`config.mk`:
```
export PLATFORM = sky130hd
export DESIGN_NAME = hazard_stall_ctrl
export DESIGN_NICKNAME = d
export VERILOG_FILES = /design/src/rtl/hazard_stall_ctrl.sv
export SDC_FILE = /design/constraint.sdc
export NUM_CORES = 1
export LEC_CHECK = 0
export ABC_AREA = 1
export CAP_MARGIN = 20
export CORE_UTILIZATION = 35
export DETAILED_ROUTE_END_ITERATION = 16
export PLACE_DENSITY = 0.57
export SYNTH_ARGS = -nofsm -noshare
export SYNTH_HDL_FRONTEND = slang
export SYNTH_SLANG_ARGS = --single-unit
```
`constraint.sdc`:
```
create_clock -name clk -period 1.5 [get_ports clk]
set_input_delay 0.3 -clock clk [delete_from_list [all_inputs] [get_ports clk]]
set_output_delay 0.3 -clock clk [all_outputs]
set_load 0.005 [all_outputs]
```
`src/rtl/hazard_stall_ctrl.sv`:
```
// Pipeline hazard controller: load-use and MDU-busy stalls, redirect flushes,
// and a saturating stall-cycle counter for performance debug.
module hazard_stall_ctrl #(
  parameter int unsigned MDU_LAT = 8,
  parameter int unsigned CNT_W   = 32
) (
  input  logic             clk,
  input  logic             rst_n,
  input  logic [4:0]       ID_rs,
  input  logic [4:0]       ID_rt,
  input  logic             ID_UseRs,
  input  logic             ID_UseRt,
  input  logic             ID_MemWrite,
  input  logic             ID_MduUse,
  input  logic [4:0]       EX_rt,
  input  logic             EX_RegWrite,
  input  logic             EX_MemToReg,
  input  logic             EX_MduStart,
  input  logic             EX_Redirect,
  output logic             PC_Write,
  output logic             IFID_Write,
  output logic             IFID_Flush,
  output logic             IDEX_Flush,
  output logic             MduBusy,
  output logic [CNT_W-1:0] StallCnt
);

  localparam int unsigned BW = $clog2(MDU_LAT + 1);

  typedef enum logic {
    RUN      = 1'b0,
    MDU_BUSY = 1'b1
  } state_t;

  state_t        state, state_nxt;
  logic [BW-1:0] busy_cnt, busy_cnt_nxt;
  logic          load_use;
  logic          mdu_stall;
  logic          stall;

  // A store matching only on rt gets its data via WB forwarding, so it does not stall.
  always_comb begin
    load_use  = EX_RegWrite & EX_MemToReg & (EX_rt != 5'd0) &
                ((ID_UseRs & (ID_rs == EX_rt)) |
                 (ID_UseRt & (ID_rt == EX_rt) & ~ID_MemWrite));
    mdu_stall = (state == MDU_BUSY) & ID_MduUse;
    stall     = (load_use | mdu_stall) & ~EX_Redirect;
  end

  always_ff @(posedge clk or negedge rst_n) begin
    if (!rst_n) begin
      state    <= RUN;
      busy_cnt <= '0;
    end else begin
      state    <= state_nxt;
      busy_cnt <= busy_cnt_nxt;
    end
  end

  // Next state and pipeline controls; outputs are forced to free-run while in reset.
  always_comb begin
    state_nxt    = state;
    busy_cnt_nxt = busy_cnt;
    PC_Write     = 1'b1;
    IFID_Write   = 1'b1;
    IFID_Flush   = 1'b0;
    IDEX_Flush   = 1'b0;

    unique case (state)
      RUN: begin
        if (EX_MduStart) begin
          state_nxt    = MDU_BUSY;
          busy_cnt_nxt = BW'(MDU_LAT);
        end
      end
      MDU_BUSY: begin
        if (EX_MduStart) begin
          busy_cnt_nxt = BW'(MDU_LAT);
        end else if (busy_cnt == BW'(1)) begin
          state_nxt    = RUN;
          busy_cnt_nxt = '0;
        end else begin
          busy_cnt_nxt = busy_cnt - BW'(1);
        end
      end
      default: begin
        state_nxt    = RUN;
        busy_cnt_nxt = '0;
      end
    endcase

    if (rst_n) begin
      if (EX_Redirect) begin
        IFID_Flush = 1'b1;
        IDEX_Flush = 1'b1;
      end else if (stall) begin
        PC_Write   = 1'b0;
        IFID_Write = 1'b0;
        IDEX_Flush = 1'b1;
      end
    end
  end

  assign MduBusy = (state == MDU_BUSY);

  // Saturating stall-cycle counter.
  always_ff @(posedge clk or negedge rst_n) begin
    if (!rst_n) begin
      StallCnt <= '0;
    end else if (stall && (StallCnt != {CNT_W{1'b1}})) begin
      StallCnt <= StallCnt + CNT_W'(1);
    end
  end

endmodule

```
==> results of run 1 <==
[area by class of cell]
class | instances | share of cell area
Clock buffer | 7 | 0.0189
Clock inverter | 1 | 0.00659
Inverter | 46 | 0.0406
Multi-Input combinational cell | 338 | 0.380
Sequential cell | 37 | 0.203
Tap cell | 102 | 0.0280
Timing Repair Buffer | 169 | 0.322
[where the power goes]
part	switching (mW)	leakage [nW]	internal (mW)
clock network	0.386	0.0585	0.543
registers	0.0733	0.498	1.09
logic	0.469	1.87	0.490
total	0.928	2.43	2.13
[what timing repair did]
item	in CTS	in global routing
gates resized for setup	128	70
cloned	1	1
pin swaps	33	35
buffers inserted	21	2
endpoints found under the setup margin	68	39
[stage by stage]
step	hold WS [ns]	cells	setup slack [ns]	cell area (µm²)
6_report	0.0997	700	-0.199	4560
5_1_grt	0.165	700	-0.318	4560
4_1_cts	0.117	698	-0.215	4310
3_5_place_dp	0.431	668	-0.784	4090
3_3_place_gp	0.431	668	-0.748	4090
2_1_floorplan	0.00441	434	-0.103	2800
[Yosys cell counts]
master | n | area, µm²
nand2_1 | 184 | 691
nor2_1 | 55 | 206
dfrtp_1 | 37 | 926
inv_1 | 37 | 139
nand4_1 | 35 | 219
nand3_1 | 18 | 90.1
xor2_1 | 11 | 96.3
nand3b_1 | 8 | 60.1
inv_2 | 7 | 26.3
xnor2_1 | 6 | 52.6
nor3_1 | 5 | 25.0
buf_1 | 4 | 15.0
buf_2 | 3 | 15.0
clkbuf_1 | 3 | 11.3
ha_1 | 3 | 37.5
nor2_4 | 3 | 33.8
buf_6 | 2 | 22.5
clkinv_1 | 2 | 7.51
nand2_2 | 2 | 12.5
nand3_4 | 2 | 35.0
o22ai_1 | 2 | 12.5
and2_1 | 1 | 6.26
buf_4 | 1 | 7.51
nor2_2 | 1 | 6.26
o21ai_0 | 1 | 5.00
o221ai_1 | 1 | 8.76
[per-layer routing]
layer | GRT usage | up-vias | part of all wire
met5 | 0 | - | 0
met4 | 0.0516 | 0 | 0.014
met3 | 0.0303 | 11 | 0.039
met2 | 0.397 | 65 | 0.49
met1 | 0.290 | 1561 | 0.46
li1 | - | 1701 | -
[worst min path at each step]
stage	start	to	cells after the start
after floorplan	rst_n	MduBusy$_DFF_PN0_	0
after global placement	rst_n	StallCnt[17]$_DFFE_PN0P_	2
after detailed placement	rst_n	StallCnt[17]$_DFFE_PN0P_	2
after CTS	rst_n	StallCnt[17]$_DFFE_PN0P_	2
after global routing	rst_n	StallCnt[16]$_DFFE_PN0P_	2
final	rst_n	StallCnt[17]$_DFFE_PN0P_	2
[cell families (layout without fill, tap and decap cells)]
group,count (synthesis),in the layout,synth area share
AO/OA/AOI/OAI,4,4,0.00949
XOR/XNOR,17,17,0.0538
adder cells (fa/ha/maj),3,3,0.0136
buffers and inverters,59,223,0.0882
flip-flops,37,37,0.335
AND/OR/NAND/NOR,314,314,0.500
[state kept, by name, summed over array words and instances (netlist names)]
signal and count:
MduBusy 1, busy_cnt 4, StallCnt 32
==> reports/qor_table.md, run 1 <==
| Group | Result | Value |
| --- | --- | --- |
| critical path | CP max-delay cell | dfrtp_1 |
| critical path | Required time reported for the critical path endpoint | 1.73 ns |
| critical path | Critical path startpoint | StallCnt[1]$_DFFE_PN0P_ |
| sta | Worst relative slew slack | 0.679 |
| pwr | Worst ir drop on vdd | 359 µV |
| clock tree | Skew-Pair Late Insertion Delay | 0.30 ns |
| global route | Largest net degree at the start of global routing | 38 |
| layout | Synth-to-Final Area Change | 64.7% |
| sta | Worst Skew | 0.00853 ns |
| synth | Mapped Nets | 462 |
| global route | Global route overflow | 0 |
| layout | Antenna cells | 0 |
| die | Width of the chip | 90.9 µm |
| critical path | Gate family responsible for the most delay along the worst path | simple AND/OR/NAND/NOR gates |
| sta | RSZ-0062 raised after global routing | yes |
| critical path | Worst setup path class | reg -> reg |
| detailed routing | Total routed wirelength | 8910 µm |
| critical path | List of cells traversed by the critical path | ha_2, inv_2, nor2_4, nand2_2, nor2_4, nand3_4, buf_6, nand3_4, buf_6, nand2_2, nand2_1 |
| global route | Global-route wire length before repair | 15000 µm |
| layout | Multi-input gate area in the final layout | 1730 µm² |
| global route | Total routing usage reported by global routing | 0.225 |
| hold path | Worst Hold Class | in -> async |
| layout | Ratio of cells with drive above 1 in the final layout | 0.331 |
| pwr | Leakage Power | 2.43 nW |
| detailed routing | Via count of the routed design | 3338 |
| critical path | Count of buffer and inverter cells on the critical path | 3 |
| clock tree | Number of buffers created by CTS | 5 |
| sta | Pin slew with the least headroom to its limit | 0.482 ns |
| clock tree | Clock root buffer | clkbuf_8 |
| synth | Synthesized area divided by synthesized cell count | 6.38 µm² |
| place | Final weighted congestion of routability-driven global placement | 0.862 |
| sta | Hold violation total from the final report | 0 |
| critical path | Depth of the worst register-to-register path | 11 |
| die | Number of top-level design ports | 62 |
| detailed routing | Remaining DRCs | 0 |
| critical path | Type of destination of the critical path | flip-flop |
| place | Number of I/O port buffers | 61 |
| critical path | Beginning of the worst register-to-register path | StallCnt[1]$_DFFE_PN0P_ |
| critical path | Total number of cells along the worst setup path | 11 |
| layout | Fill cells | 761 |
| die | Total core area | 7690 µm² |
| clock tree | CTS tree | done |
| layout | Nets | 625 |
| detailed routing | Initial detailed-routing violation count | 150 |
| clock tree | Clock slew at the register clock pins of the worst setup and hold paths | 0.08 ns |
| critical path | Worst-path fanout max | 6 |
| layout | Commonest cells after routing, fill and taps aside | 164 x nand2_1, 93 x buf_4, 45 x nor2_1, 36 x dfrtp_1, 35 x nand4_1 |
| synth | Yosys reg bits | 37 |
| layout | Sequential cell area | 927 µm² |
| critical path | Largest stage delay, worst path | 0.38 ns |
| sta | Period utilization | 1.13 |
| sta | Clock period minus final worst setup slack | 1.70 ns |
| job | Maximum capacitance violations | 0 |
| global route | Initial antenna violation count | 0 |
| status | Violated checks | setup timing |
| critical path | Endpoint of the worst register-to-register path | StallCnt[29]$_DFFE_PN0P_ |
| synth | Sequential area share after synthesis | 0.335 |
| global route | Number of global-route vias before repair | 3264 |
| layout | Final core occ | 0.593 |
| clock tree | CTS H-tree lvls | 2 |
| detailed routing | Average routed wire per standard cell | 12.7 µm |
| sta | F_max | 0.589 GHz |
| clock tree | Clock buffer depth | 2 |
| place | Sum of net half-perimeters after detailed placement | 6490 µm |
| detailed routing | Via density | 4.77 |
| critical path | Worst setup slack for register-to-register paths | -0.20 ns |
| sta | Max-slew violations | 0 |
| die | # rows | 32 |
| die | Height of the die | 90.9 µm |
| sta | Final number of setup-violating endpoints | 34 |
| die | Effective utilization at floorplan | 0.360 |
| clock tree | Number of buffers added to fix hold violations after cts | 0 |
| critical path | Endpoint of the worst setup timing path | StallCnt[29]$_DFFE_PN0P_ |
| sta | Min setup slack post-route | -0.199 ns |
| critical path | Arrival time of data at the critical path endpoint | 1.93 ns |
| clock tree | Clock sink count | 37 |
| pwr | Overall power consumption | 3.06 mW |
| detailed routing | Drt first pass iters | 4 |
| synth | Number of instances in the synthesized netlist | 434 |
| pwr | Power density over cell area | 670 nW/µm² |
| synth | Yosys warns | 0 |
| status | Result of the run | finished with violations |
| layout | Leading cell type in the layout, fill and taps excluded | nand2_1 |
| die | Total Die Area | 8270 µm² |
| synth | Post-synthesis cell area | 2770 µm² |
| detailed routing | Remaining antenna violation count after routing | 0 |
| sta | Final setup TNS | -4.90 ns |
| critical path | Sort of element at the start of the critical path | flip-flop |
| synth | Yosys cell types | 26 |
(Power assumes the default switching activity.)
==> run 2, diff against run 1 <==
ABC_CLOCK_PERIOD_IN_PS = 1500   (was not set)
GPL_ROUTABILITY_DRIVEN = 0   (was not set)
==> results of run 2 <==
Final layout, timing and power as in run 1 (identical DEF).
==> run 3, diff against run 2 <==
DONT_BUFFER_PORTS = 1   (was not set)
PLACE_DENSITY = 0.47   (was 0.57)
==> run 3 against run 2 <==
  * The flow still finishes with violations (setup timing)
  * Sequential share of layout area grew 3.6 points
  * Cell area shrank 15%
  * Hold slack gained 0.050 ns
  * Power shrank 2.5%
  * Global-route usage shrank 0.55 points
  * First-iteration DRC count shrank 51%
  * Maximum frequency grew 5.0%
  * Setup slack gained 0.081 ns
  * Largest power group unchanged
==> reports/qor_table.md, run 3 (synthesized netlist as in run 1, its figures left out) <==
| Group | Result | Value | Delta |
| --- | --- | --- | --- |
| place | Number of I/O port buffers | 0 | was 61 |
| detailed routing | Average routed wire per standard cell | 13.3 µm | was 12.7 µm |
| critical path | Type of destination of the critical path | flip-flop | unchanged |
| pwr | Overall power consumption | 2.98 mW | was 3.06 mW |
| die | Height of the die | 90.9 µm | unchanged |
| clock tree | Clock sink count | 37 | unchanged |
| critical path | Count of buffer and inverter cells on the critical path | 3 | unchanged |
| pwr | Power density over cell area | 769 nW/µm² | was 670 nW/µm² |
| critical path | Gate family responsible for the most delay along the worst path | simple AND/OR/NAND/NOR gates | unchanged |
| die | Effective utilization at floorplan | 0.360 | unchanged |
| place | Number of placed instances with taps included | 616 | was 668 |
| pwr | Logic pwr share | 0.290 | was 0.314 |
| status | Result of the run | finished with violations | unchanged |
| pwr | Total net switching power | 0.890 mW | was 0.928 mW |
| detailed routing | Remaining antenna violation count after routing | 0 | unchanged |
| detailed routing | Via count of the routed design | 3002 | was 3338 |
| pwr | Sw Share | 0.299 | was 0.304 |
| layout | Post-Layout Cell Count | 634 | was 700 |
| critical path | Arrival time of data at the critical path endpoint | 1.81 ns | was 1.93 ns |
| detailed routing | Total routed wirelength | 8460 µm | was 8910 µm |
| clock tree | Clock buffer depth | 2 | unchanged |
| layout | Sequential cell area | 927 µm² | unchanged |
| die | Total core area | 7690 µm² | unchanged |
| pwr | Relative contribution of sequential cells to total power | 0.399 | was 0.382 |
| sta | Max-slew violations | 0 | unchanged |
| job | Maximum capacitance violations | 0 | unchanged |
| layout | Commonest cells after routing, fill and taps aside | 180 x nand2_1, 96 x buf_4, 46 x nor2_1, 36 x dfrtp_1 | was 164 x nand2_1, 93 x buf_4, 45 x nor2_1, 36 x dfrtp_1, 35 x nand4_1 |
| clock tree | Clock slew at the register clock pins of the worst setup and hold paths | 0.08 ns | about the same |
| global route | Number of global-route vias before repair | 3044 | was 3264 |
| place | Sum of net half-perimeters after detailed placement | 6500 µm | was 6490 µm |
| hold path | Worst Hold Class | in -> reg | was in -> async |
| global route | Largest net degree at the start of global routing | 38 | unchanged |
| critical path | Required time reported for the critical path endpoint | 1.69 ns | was 1.73 ns |
| clock tree | Clock root buffer | clkbuf_8 | unchanged |
| detailed routing | Remaining DRCs | 0 | unchanged |
| critical path | Most frequent CP cell | nand2_1 |  |
| critical path | Sort of element at the start of the critical path | flip-flop | unchanged |
| sta | Pin slew with the least headroom to its limit | 0.260 ns | was 0.482 ns |
| clock tree | Number of buffers created by CTS | 5 | unchanged |
| sta | Min setup slack post-route | -0.117 ns | was -0.199 ns |
| sta | Period utilization | 1.08 | was 1.13 |
| critical path | Worst setup path class | reg -> reg | unchanged |
| sta | RSZ-0062 raised after global routing | yes | unchanged |
| die | Number of top-level design ports | 62 | unchanged |
| layout | Ratio of cells with drive above 1 in the final layout | 0.274 | was 0.331 |
| critical path | Worst-path fanout max | 4 | was 6 |
| die | Width of the chip | 90.9 µm | unchanged |
| pwr | Worst ir drop on vdd | 515 µV | was 359 µV |
| global route | Initial antenna violation count | 0 | unchanged |
| layout | Nets | 559 | was 625 |
| detailed routing | Initial detailed-routing violation count | 73 | was 150 |
| sta | F_max | 0.618 GHz | was 0.589 GHz |
| layout | Synth-to-Final Area Change | 39.9% | was 64.7% |
| global route | Total routing usage reported by global routing | 0.219 | was 0.225 |
| layout | Largest register FFs | 32 | unchanged |
| pwr | Clock share of power | 0.311 | was 0.304 |
| pwr | Leakage Power | 1.98 nW | was 2.43 nW |
| detailed routing | Via density | 4.74 | was 4.77 |
| clock tree | Skew-Pair Late Insertion Delay | 0.30 ns | about the same |
| layout | Multi-input gate area in the final layout | 1690 µm² | was 1730 µm² |
| layout | Reg with most FFs | StallCnt | unchanged |
| clock tree | CTS tree | done | unchanged |
| place | Post-detailed-placement cell area | 3570 µm² | was 4090 µm² |
| sta | Final number of setup-violating endpoints | 32 | was 34 |
| layout | Fill cells | 808 | was 761 |
| global route | Global-route wire length before repair | 14400 µm | was 15000 µm |
| layout | Post-Layout Inst Area | 3870 µm² | was 4560 µm² |
| sta | Worst relative slew slack | 0.825 | was 0.679 |
| sta | Hold violation total from the final report | 0 | unchanged |
| global route | Global route overflow | 0 | unchanged |
| sta | Worst Skew | 0.00667 ns | was 0.00853 ns |
| status | Violated checks | setup timing | unchanged |
| detailed routing | Drt first pass iters | 6 | was 4 |
| die | # rows | 32 | unchanged |
| critical path | Largest stage delay, worst path | 0.40 ns | was 0.38 ns |
| layout | Leading cell type in the layout, fill and taps excluded | nand2_1 | unchanged |
| critical path | List of cells traversed by the critical path | ha_2, inv_2, nor2_4, buf_4, nand3_1, nor3_2, nand2_1, inv_2, nand3_1, nand2_1, nand2_1 | was ha_2, inv_2, nor2_4, nand2_2, nor2_4, nand3_4, buf_6, nand3_4, buf_6, nand2_2, nand2_1 |
| sta | Clock period minus final worst setup slack | 1.62 ns | was 1.70 ns |
| layout | Antenna cells | 0 | unchanged |
| die | Total Die Area | 8270 µm² | unchanged |
| critical path | CP max-delay cell | dfrtp_1 | unchanged |
| clock tree | CTS H-tree lvls | 2 | unchanged |
| pwr | Cell Int Power | 2.09 mW | was 2.13 mW |
## run 3: changes by cell type in the layout (fill, tap and decap cells not counted), sizes merged, moves of 2 or more
cell / delta
clkdlybuf4s50: -3
clkdlybuf4s15: -3
dlygate4sd2: -32
dlymetal6s2s: -2
buf: -25
## run 3: cell type report
type                    instances  share of cell area
multi-input cells             338               0.437
flip-flops and latches         37               0.239
repair buffers                103               0.216
inverters                      46              0.0446
well taps                     102              0.0330
clock buffers                   7              0.0223
clock inverters                 1             0.00776
## run 3: final timing paths
path | startpoint | end | slack (ns) | cells past startpoint
worst max-delay path | StallCnt[1]$_DFFE_PN0P_ | StallCnt[22]$_DFFE_PN0P_ | -0.12 | 11
max in group asynchronous | rst_n | StallCnt[2]$_DFFE_PN0P_ | 0.83 | 2
min in group asynchronous | rst_n | StallCnt[4]$_DFFE_PN0P_ | 0.47 | 2
worst min-delay path | EX_MduStart | MduBusy$_DFF_PN0_ | 0.15 | 2
worst min register to register | busy_cnt[0]$_DFFE_PN0P_ | busy_cnt[0]$_DFFE_PN0P_ | 0.54 | 1
worst max register to register | StallCnt[1]$_DFFE_PN0P_ | StallCnt[22]$_DFFE_PN0P_ | -0.12 | 11
## run 3: layer usage
metal	wire, µm	part of all wire	global-route usage
met1	3830	0.45	0.267
met2	4190	0.49	0.402
met5	0	0	0
met3	367	0.043	0.0379
met4	76	0.0090	0.0476
## run 3: stage by stage
stage / util / hold slack, ns / setup TNS, ns / setup slack (ns)
final: 0.504 / 0.149 / -2.47 / -0.117
after CTS: 0.495 / 0.138 / -1.55 / -0.0799
after floorplan: - / 0.00441 / -2.51 / -0.103
after detailed placement: 0.464 / 0.00594 / -2.74 / -0.172
after global placement: 0.464 / 0.00576 / -1.84 / -0.178
after global routing: 0.504 / 0.163 / -6.39 / -0.229
## run 3: power groups by stage
stage | Clock (mW) | Combinational (mW) | Sequential, mW
final | 0.927 | 0.863 | 1.19
after global routing | 0.999 | 0.966 | 1.20
after CTS | 0.952 | 0.845 | 1.19
after detailed placement | 0 | 0.722 | 1.20
after global placement | 0 | 0.719 | 1.20
after floorplan | 0 | 0.401 | 1.21
## run 3: what timing repair did
action	CTS	global route
endpoints found under the hold margin	37	0
pin swaps	1	2
endpoints found under the setup margin	32	35
hold buffers	2	0
setup buffers	4	4
resized for setup	17	11
